[src/rtl/branch_resolve_queue_pkg.sv]
// Shared types for the branch resolve queue and the predictor update (BrInfo) interface.
package branch_resolve_queue_pkg;

    localparam int unsigned ADDR_W     = 32;
    localparam int unsigned BRQ_DEPTH  = 8;
    localparam int unsigned BRQ_HIST_W = 10;
    localparam int unsigned BRQ_TAG_W  = $clog2(BRQ_DEPTH);

    typedef logic [ADDR_W-1:0] addr_t;

    typedef struct packed {
        logic  valid;
        addr_t pc;
        logic  taken;
        addr_t target;
    } br_info_t;

    typedef struct packed {
        addr_t                 pc;
        logic                  pred_taken;
        logic [BRQ_HIST_W-1:0] hist;
        logic                  taken;
        addr_t                 target;
    } brq_entry_t;

endpackage

[src/rtl/branch_resolve_queue.sv]
// In-order retire queue for predicted branches: allocate at fetch, resolve by tag in any
// order, retire one entry per cycle as a registered BrInfo carrying the fetch-time history.
module branch_resolve_queue
    import branch_resolve_queue_pkg::*;
#(
    parameter int unsigned DEPTH      = BRQ_DEPTH,
    parameter int unsigned WIDTH_HIST = BRQ_HIST_W
) (
    input  logic                     clk,
    input  logic                     rst_n,
    input  logic                     flush,
    input  logic                     fetch_valid,
    input  addr_t                    fetch_pc,
    input  logic                     fetch_pred_taken,
    input  logic [WIDTH_HIST-1:0]    fetch_hist,
    output logic                     fetch_ready,
    output logic [$clog2(DEPTH)-1:0] fetch_tag,
    input  logic                     res_valid,
    input  logic [$clog2(DEPTH)-1:0] res_tag,
    input  logic                     res_taken,
    input  addr_t                    res_target,
    output br_info_t                 brinfo,
    output logic [WIDTH_HIST-1:0]    brinfo_hist,
    output logic                     mispredict
);

    localparam int unsigned TAG_W = $clog2(DEPTH);
    localparam int unsigned CNT_W = TAG_W + 1;

    logic [TAG_W-1:0] head;
    logic [TAG_W-1:0] tail;
    logic [CNT_W-1:0] count;
    logic [DEPTH-1:0] resolved;
    brq_entry_t       entries [DEPTH];

    logic [TAG_W-1:0] res_offset_c;
    logic             res_live_c;
    logic             head_bypass_c;
    logic             retire_c;
    logic             ret_taken_c;
    addr_t            ret_target_c;
    logic             mispredict_c;
    logic             push_c;
    logic [DEPTH-1:0] resolved_nxt_c;

    // Derived from state only so fetch never sees a same-cycle retire as a free slot.
    assign fetch_ready = (count < CNT_W'(DEPTH));
    assign fetch_tag   = tail;

    // Resolve window, head bypass, retire and push qualification.
    always_comb begin
        res_offset_c   = res_tag - head;
        res_live_c     = res_valid && !flush && (CNT_W'(res_offset_c) < count);
        head_bypass_c  = res_live_c && (res_tag == head);
        retire_c       = !flush && (count != '0) && (resolved[head] || head_bypass_c);
        ret_taken_c    = head_bypass_c ? res_taken  : entries[head].taken;
        ret_target_c   = head_bypass_c ? res_target : entries[head].target;
        mispredict_c   = retire_c && (ret_taken_c != entries[head].pred_taken);
        push_c         = fetch_valid && fetch_ready && !flush && !mispredict_c;

        resolved_nxt_c = resolved;
        if (res_live_c) begin
            resolved_nxt_c[res_tag] = 1'b1;
        end
        if (retire_c) begin
            resolved_nxt_c[head] = 1'b0;
        end
        if (push_c) begin
            resolved_nxt_c[tail] = 1'b0;
        end
    end

    // Pointers, occupancy and registered retire outputs.
    always_ff @(posedge clk) begin
        if (!rst_n) begin
            head        <= '0;
            tail        <= '0;
            count       <= '0;
            resolved    <= '0;
            brinfo      <= '0;
            brinfo_hist <= '0;
            mispredict  <= 1'b0;
        end else if (flush) begin
            head         <= tail;
            count        <= '0;
            resolved     <= '0;
            brinfo.valid <= 1'b0;
            mispredict   <= 1'b0;
        end else begin
            mispredict <= mispredict_c;
            if (retire_c) begin
                brinfo      <= '{valid: 1'b1, pc: entries[head].pc,
                                 taken: ret_taken_c, target: ret_target_c};
                brinfo_hist <= WIDTH_HIST'(entries[head].hist);
            end else begin
                brinfo.valid <= 1'b0;
            end

            // A mispredicted retire squashes every younger entry and the same-cycle fetch.
            if (mispredict_c) begin
                head     <= head + TAG_W'(1);
                tail     <= head + TAG_W'(1);
                count    <= '0;
                resolved <= '0;
            end else begin
                head     <= head + TAG_W'(retire_c);
                tail     <= tail + TAG_W'(push_c);
                count    <= count + CNT_W'(push_c) - CNT_W'(retire_c);
                resolved <= resolved_nxt_c;
            end
        end
    end

    // Entry payload storage; liveness is tracked by head/count so no reset is needed here.
    always_ff @(posedge clk) begin
        if (push_c) begin
            entries[tail] <= '{pc: fetch_pc, pred_taken: fetch_pred_taken,
                               hist: BRQ_HIST_W'(fetch_hist), taken: 1'b0, target: '0};
        end
        if (res_live_c) begin
            entries[res_tag].taken  <= res_taken;
            entries[res_tag].target <= res_target;
        end
    end

endmodule
[config.mk]
export PLATFORM = sky130hd
export DESIGN_NAME = branch_resolve_queue
export DESIGN_NICKNAME = d
export VERILOG_FILES = /design/src/rtl/branch_resolve_queue_pkg.sv /design/src/rtl/branch_resolve_queue.sv
export SDC_FILE = /design/constraint.sdc
export NUM_CORES = 1
export LEC_CHECK = 0
export CORE_MARGIN = 2
export CORE_UTILIZATION = 50
export CTS_BUF_LIST = sky130_fd_sc_hd__clkbuf_4 sky130_fd_sc_hd__clkbuf_8
export CTS_CLUSTER_DIAMETER = 120
export DETAILED_ROUTE_END_ITERATION = 8
export PLACE_DENSITY = 0.74
export SYNTH_ARGS = -nofsm -noshare
export SYNTH_HDL_FRONTEND = slang
export SYNTH_SLANG_ARGS = --single-unit
[constraint.sdc]
create_clock -name clk -period 23.4 [get_ports clk]
set_clock_uncertainty 0.15 [all_clocks]
set_input_delay 5.85 -clock clk [delete_from_list [all_inputs] [get_ports clk]]
set_output_delay 5.85 -clock clk [all_outputs]
set_load 0.01 [all_outputs]
* After elaboration in Yosys (flattened, before gate mapping)
Memories as Yosys holds them, arrays and structs flattened. A register that Yosys moved wholly into a read port is not among the register bits. Index checks and enable logic that the tools add are counted.
Storage, ports and cells: ROM bits 0, logic and storage cells 75, memories kept 1, RAM bits 608, input bits 84, latch bits 0, register bits 95, output and inout port bits 81
Memory list:
- entries | words 8, width 76, rd ports 1, clocked after memory_dff 1, write ports 2, line branch_resolve_queue.sv:34 | brq_entry_t entries [DEPTH];
Cells by class: mux-type cells 22, bitwise logic cells 7, divide/modulo/power cells 0, multipliers 0, order comparisons 8, $add $sub $neg 6, reductions and logical operators 19, shift-type cells 0, eq/ne operators 2
Operators by type and width (number):
- two-way mux 32 bit | 1
- two-way mux 8 bit | 3
- AND 8 bit | 2
- inverter 8 bit | 2
- logical AND 1 bit | 12
- less-than comparator 3 x 4 -> 1 bit, second input constant | 3
- two-way mux 3 bit | 4
- two-way mux 1 bit | 10
- demux 1 bit (select 3 bit) | 3
- greater-or-equal comparator 3 x 1 -> 1 bit, second input constant | 3
- bitwise OR 8 bit | 1
- adder 3 x 1 -> 3 bit | 2
- adder 4 x 1 -> 4 bit | 1
- less-than comparator 3 x 4 -> 1 bit | 1
- less-than comparator 4 bit, second input constant | 1
- nonzero test 4 bit | 1
- subtractor 4 x 1 -> 4 bit | 1
- adder 3 x 1 -> 3 bit, second input constant | 1
- binary-select mux 1 bit (select 3 bit) | 1
- == test 3 bit | 1
- OR reduction 3 bit | 1
- subtractor 3 bit | 1
- logical NOT 1 bit | 2
- inverter 1 bit | 2
- 4 further kinds | 4

* Logic depth before layout (Yosys ltp)
word-level depth 11, depth in mapped cells 22, depth with buffers taken out 20

* Least setup slack after synthesis
No wires, ideal clock.
kind input port to flip-flop, start input port res_tag[0], end memory entries[1][33] (netlist name), enable pin, path slack 11.555 ns, data required time 22.753 ns, path buffers 1, arrival time 11.198 ns, cell stages on the path 13, setup time 0.497 ns, path through inv_1 -> ha_1 -> inv_1 -> fa_1 -> ha_1 -> a21boi_0 -> o211ai_1 -> nand2_1 -> a31o_1 -> and3_1 -> or2_1 -> clkbuf_1 -> nor3_1
RTL lines:
- start, declared | line branch_resolve_queue.sv:19 | input logic [$clog2(DEPTH)-1:0] res_tag,
- end, declared | line branch_resolve_queue.sv:34

==> run_results.csv <==
group,metric,value,unit
drt,drtPass1Iterations,5,
sta,rsz0062_at_grt,"false",
drt,drtIter0Drc,1907,
global_route,grt_pass1_vias,18426,
floorplan,die_area,59380,um2
critical_path,crit_path_start_kind,"input port",
clock_tree,cts.sinks,703,
yosys,syn-num-nets,2035,
floorplan,initial_core_util,50.74,%
yosys,ys_warn_count,0,
clock_tree,clock_latency,0.73,ns
placement,dpl.hpwl,41460,um
clock_tree,cts_buffers,108,
worst_hold_path,hold_class,"register to register",
critical_path,critPathRequiredTime,23.58,ns
clock_tree,cts.repair.resized,0,
final_layout,fin_nets,2224,
critical_path,cp-end-kind,"register",
final_layout,mostFrequentLayoutCells,"608 x edfxtp_1, 265 x and2_1, 164 x clkdlybuf4s50_1",
final_layout,fin_area,33710,um2
critical_path,critPathMaxFanout,63,
critical_path,rr_worst_depth,14,
drt,ant_nets,0,
yosys,synth_top_cell_area_share,63.57,%
run,cap_violations,0,
sta,period_share,44.62,%
clock_tree,cts_hold_buf,0,
sta,fin_crit,10.44,ns
global_route,grt_start_max_net_pins,79,
yosys,yosysUniqueCellTypes,69,
sta,holdWs,0.3019,ns
drt,avgViaCountPerCell,6.033,
clock_tree,clk_pin_slew,0.06,ns
sta,slew_viol_final,0,
sta,finalHoldViolCount,0,
sta,tightestPinTransition,1.255,ns
sta,fin_setup_tns,0,ns
floorplan,num_io_pins,165,
floorplan,die_h,243.7,um
critical_path,critical_path_class,"input port to register",
power_and_ir_drop,ir_worst_vdd,0.04648,mV
global_route,antenna_found_initial,4,
final_layout,fin_cells,2976,
power_and_ir_drop,p_per_area,77.83,nW/um2
critical_path,cp.arrival,10.62,ns
clock_tree,clockBufferDepth,3,
global_route,grt.total_usage,25.15,%
drt,routedWlPerCell,25.13,um
placement,place_congestion,0.8173,
final_layout,layout_commonest_cell,"edfxtp_1",
floorplan,fp.dieW,243.7,um
global_route,grt_pass1_wl,112200,um
yosys,synth_area_leader_cell,"edfxtp_1",
placement,numPlacedInstances,2770,
placement,port_buffers,164,
clock_tree,cts_tree,"done",
yosys,synth_edf_count,608,
drt,wirelength,74780,um
yosys,ys_top_cells_by_area,"edfxtp_1 64%, dfxtp_1 6.6%, and2_1 5.8%",
yosys,synth_ff_type,"edfxtp_1",
drt,drc_errors,0,
floorplan,coreArea,56600,um2
sta,slew_headroom,16.01,%
sta,setup_violations,0,
final_layout,area_growth,17.38,%
worst_hold_path,holdPathStages,2,
yosys,synthCells,1935,
yosys,synth-seq-cells,703,
power_and_ir_drop,leakage,10.73,nW
outcome,status,"completed",
final_layout,drive_above_1_share,17.41,%
placement,placed_area,31310,um2
yosys,synth-seq-area-share,70.19,%
sta,fmax,0.09578,GHz
yosys,netlist_area,28720,um2
yosys,avgSynthCellArea,14.84,um2
clock_tree,htreeDepth,3,
drt,num_vias,17954,
clock_tree,cts_setup_buffers,0,
global_route,grt-ovfl-total,0,
yosys,async_reset_ff_share,0,%
floorplan,rows,87,
clock_tree,clock-root-buffer,"clkbuf_8",
[registers in the layout (all words and copies together) (netlist names)]
register / cells
entries: 608
brinfo: 66
brinfo_hist: 10
resolved: 8
count: 4
fetch_tag: 3
head: 3
mispredict: 1
[synth_stat cells, drive strengths merged (18+ instances only)]
library cell,number
edfxtp,608
and2,265
nor2,143
dfxtp,95
a221oi,87
a21oi,84
clkbuf,78
nand2,71
mux2,63
buf,56
mux2i,54
a211oi,40
mux4,33
a22oi,31
o211ai,24
inv,19
o22ai,18
[cell families after synthesis]
kind of cell | share of synthesized area, %
mux | 6.983
flops | 70.19
buf+inv | 2.378
xor+xnor | 0.1786
compound gates | 9.754
simple gates | 9.767
fa+ha+maj | 0.7493
[path summary, 6_finish.rpt]
path              slack, ns              to       start
setup reg to reg      17.75  entries[6][40]     head[0]
hold / removal         0.30      brinfo[25]  brinfo[25]
setup / recovery      12.96  entries[6][40]  res_tag[0]
hold reg to reg        0.30      brinfo[25]  brinfo[25]
[worst max-delay path, cell delays in order]
cell	delay (ns)
clkdlybuf4s50_1	0.67
inv_1	0.09
ha_1	0.21
inv_1	0.07
fa_1	0.41
ha_1	0.30
a21boi_0	0.13
o211ai_1	0.43
nand2_2	0.07
buf_4	0.34
a31o_1	0.31
and3_1	0.32
or2_1	0.56
nor2_4	0.17
buf_4	0.60
[stage by stage]
stage	setup WS, ns	util [%]	power [mW]
global placement	12.40	55.32	1.542
floorplan	11.56	-	1.478
CTS	13.00	59.54	2.634
finish	12.96	59.56	2.624
global route	12.69	59.56	2.697
detailed placement	12.27	55.32	1.546
[area by class of cell]
class / instances / area (um2)
Antenna cell: 3 / 7.507
Clock buffer: 167 / 2017
Clock inverter: 36 / 374.1
Fill cell: 4233 / 22890
Inverter: 20 / 77.57
Multi-Input combinational cell: 1078 / 8110
Sequential cell: 703 / 20170
Tap cell: 756 / 945.9
Timing Repair Buffer: 213 / 2009
[power breakdown]
group,switching [mW],internal (mW),total [mW]
Sequential,0.00763,1.37,1.38
Clock,0.474,0.628,1.10
Combinational,0.0885,0.0509,0.139
[per-layer routing]
metal  part of all wire (%)  routed length, um  global-route usage [%]  vias up
li1                       -                  -                       -     7826
met1                     39              29380                   33.14     9049
met2                     48              36050                   41.08      935
met3                    9.5               7067                   4.902      144
met4                    3.1               2285                   10.40        0
met5                      0                  0                       0        -
Note: power is estimated with default switching activity, not from simulation.
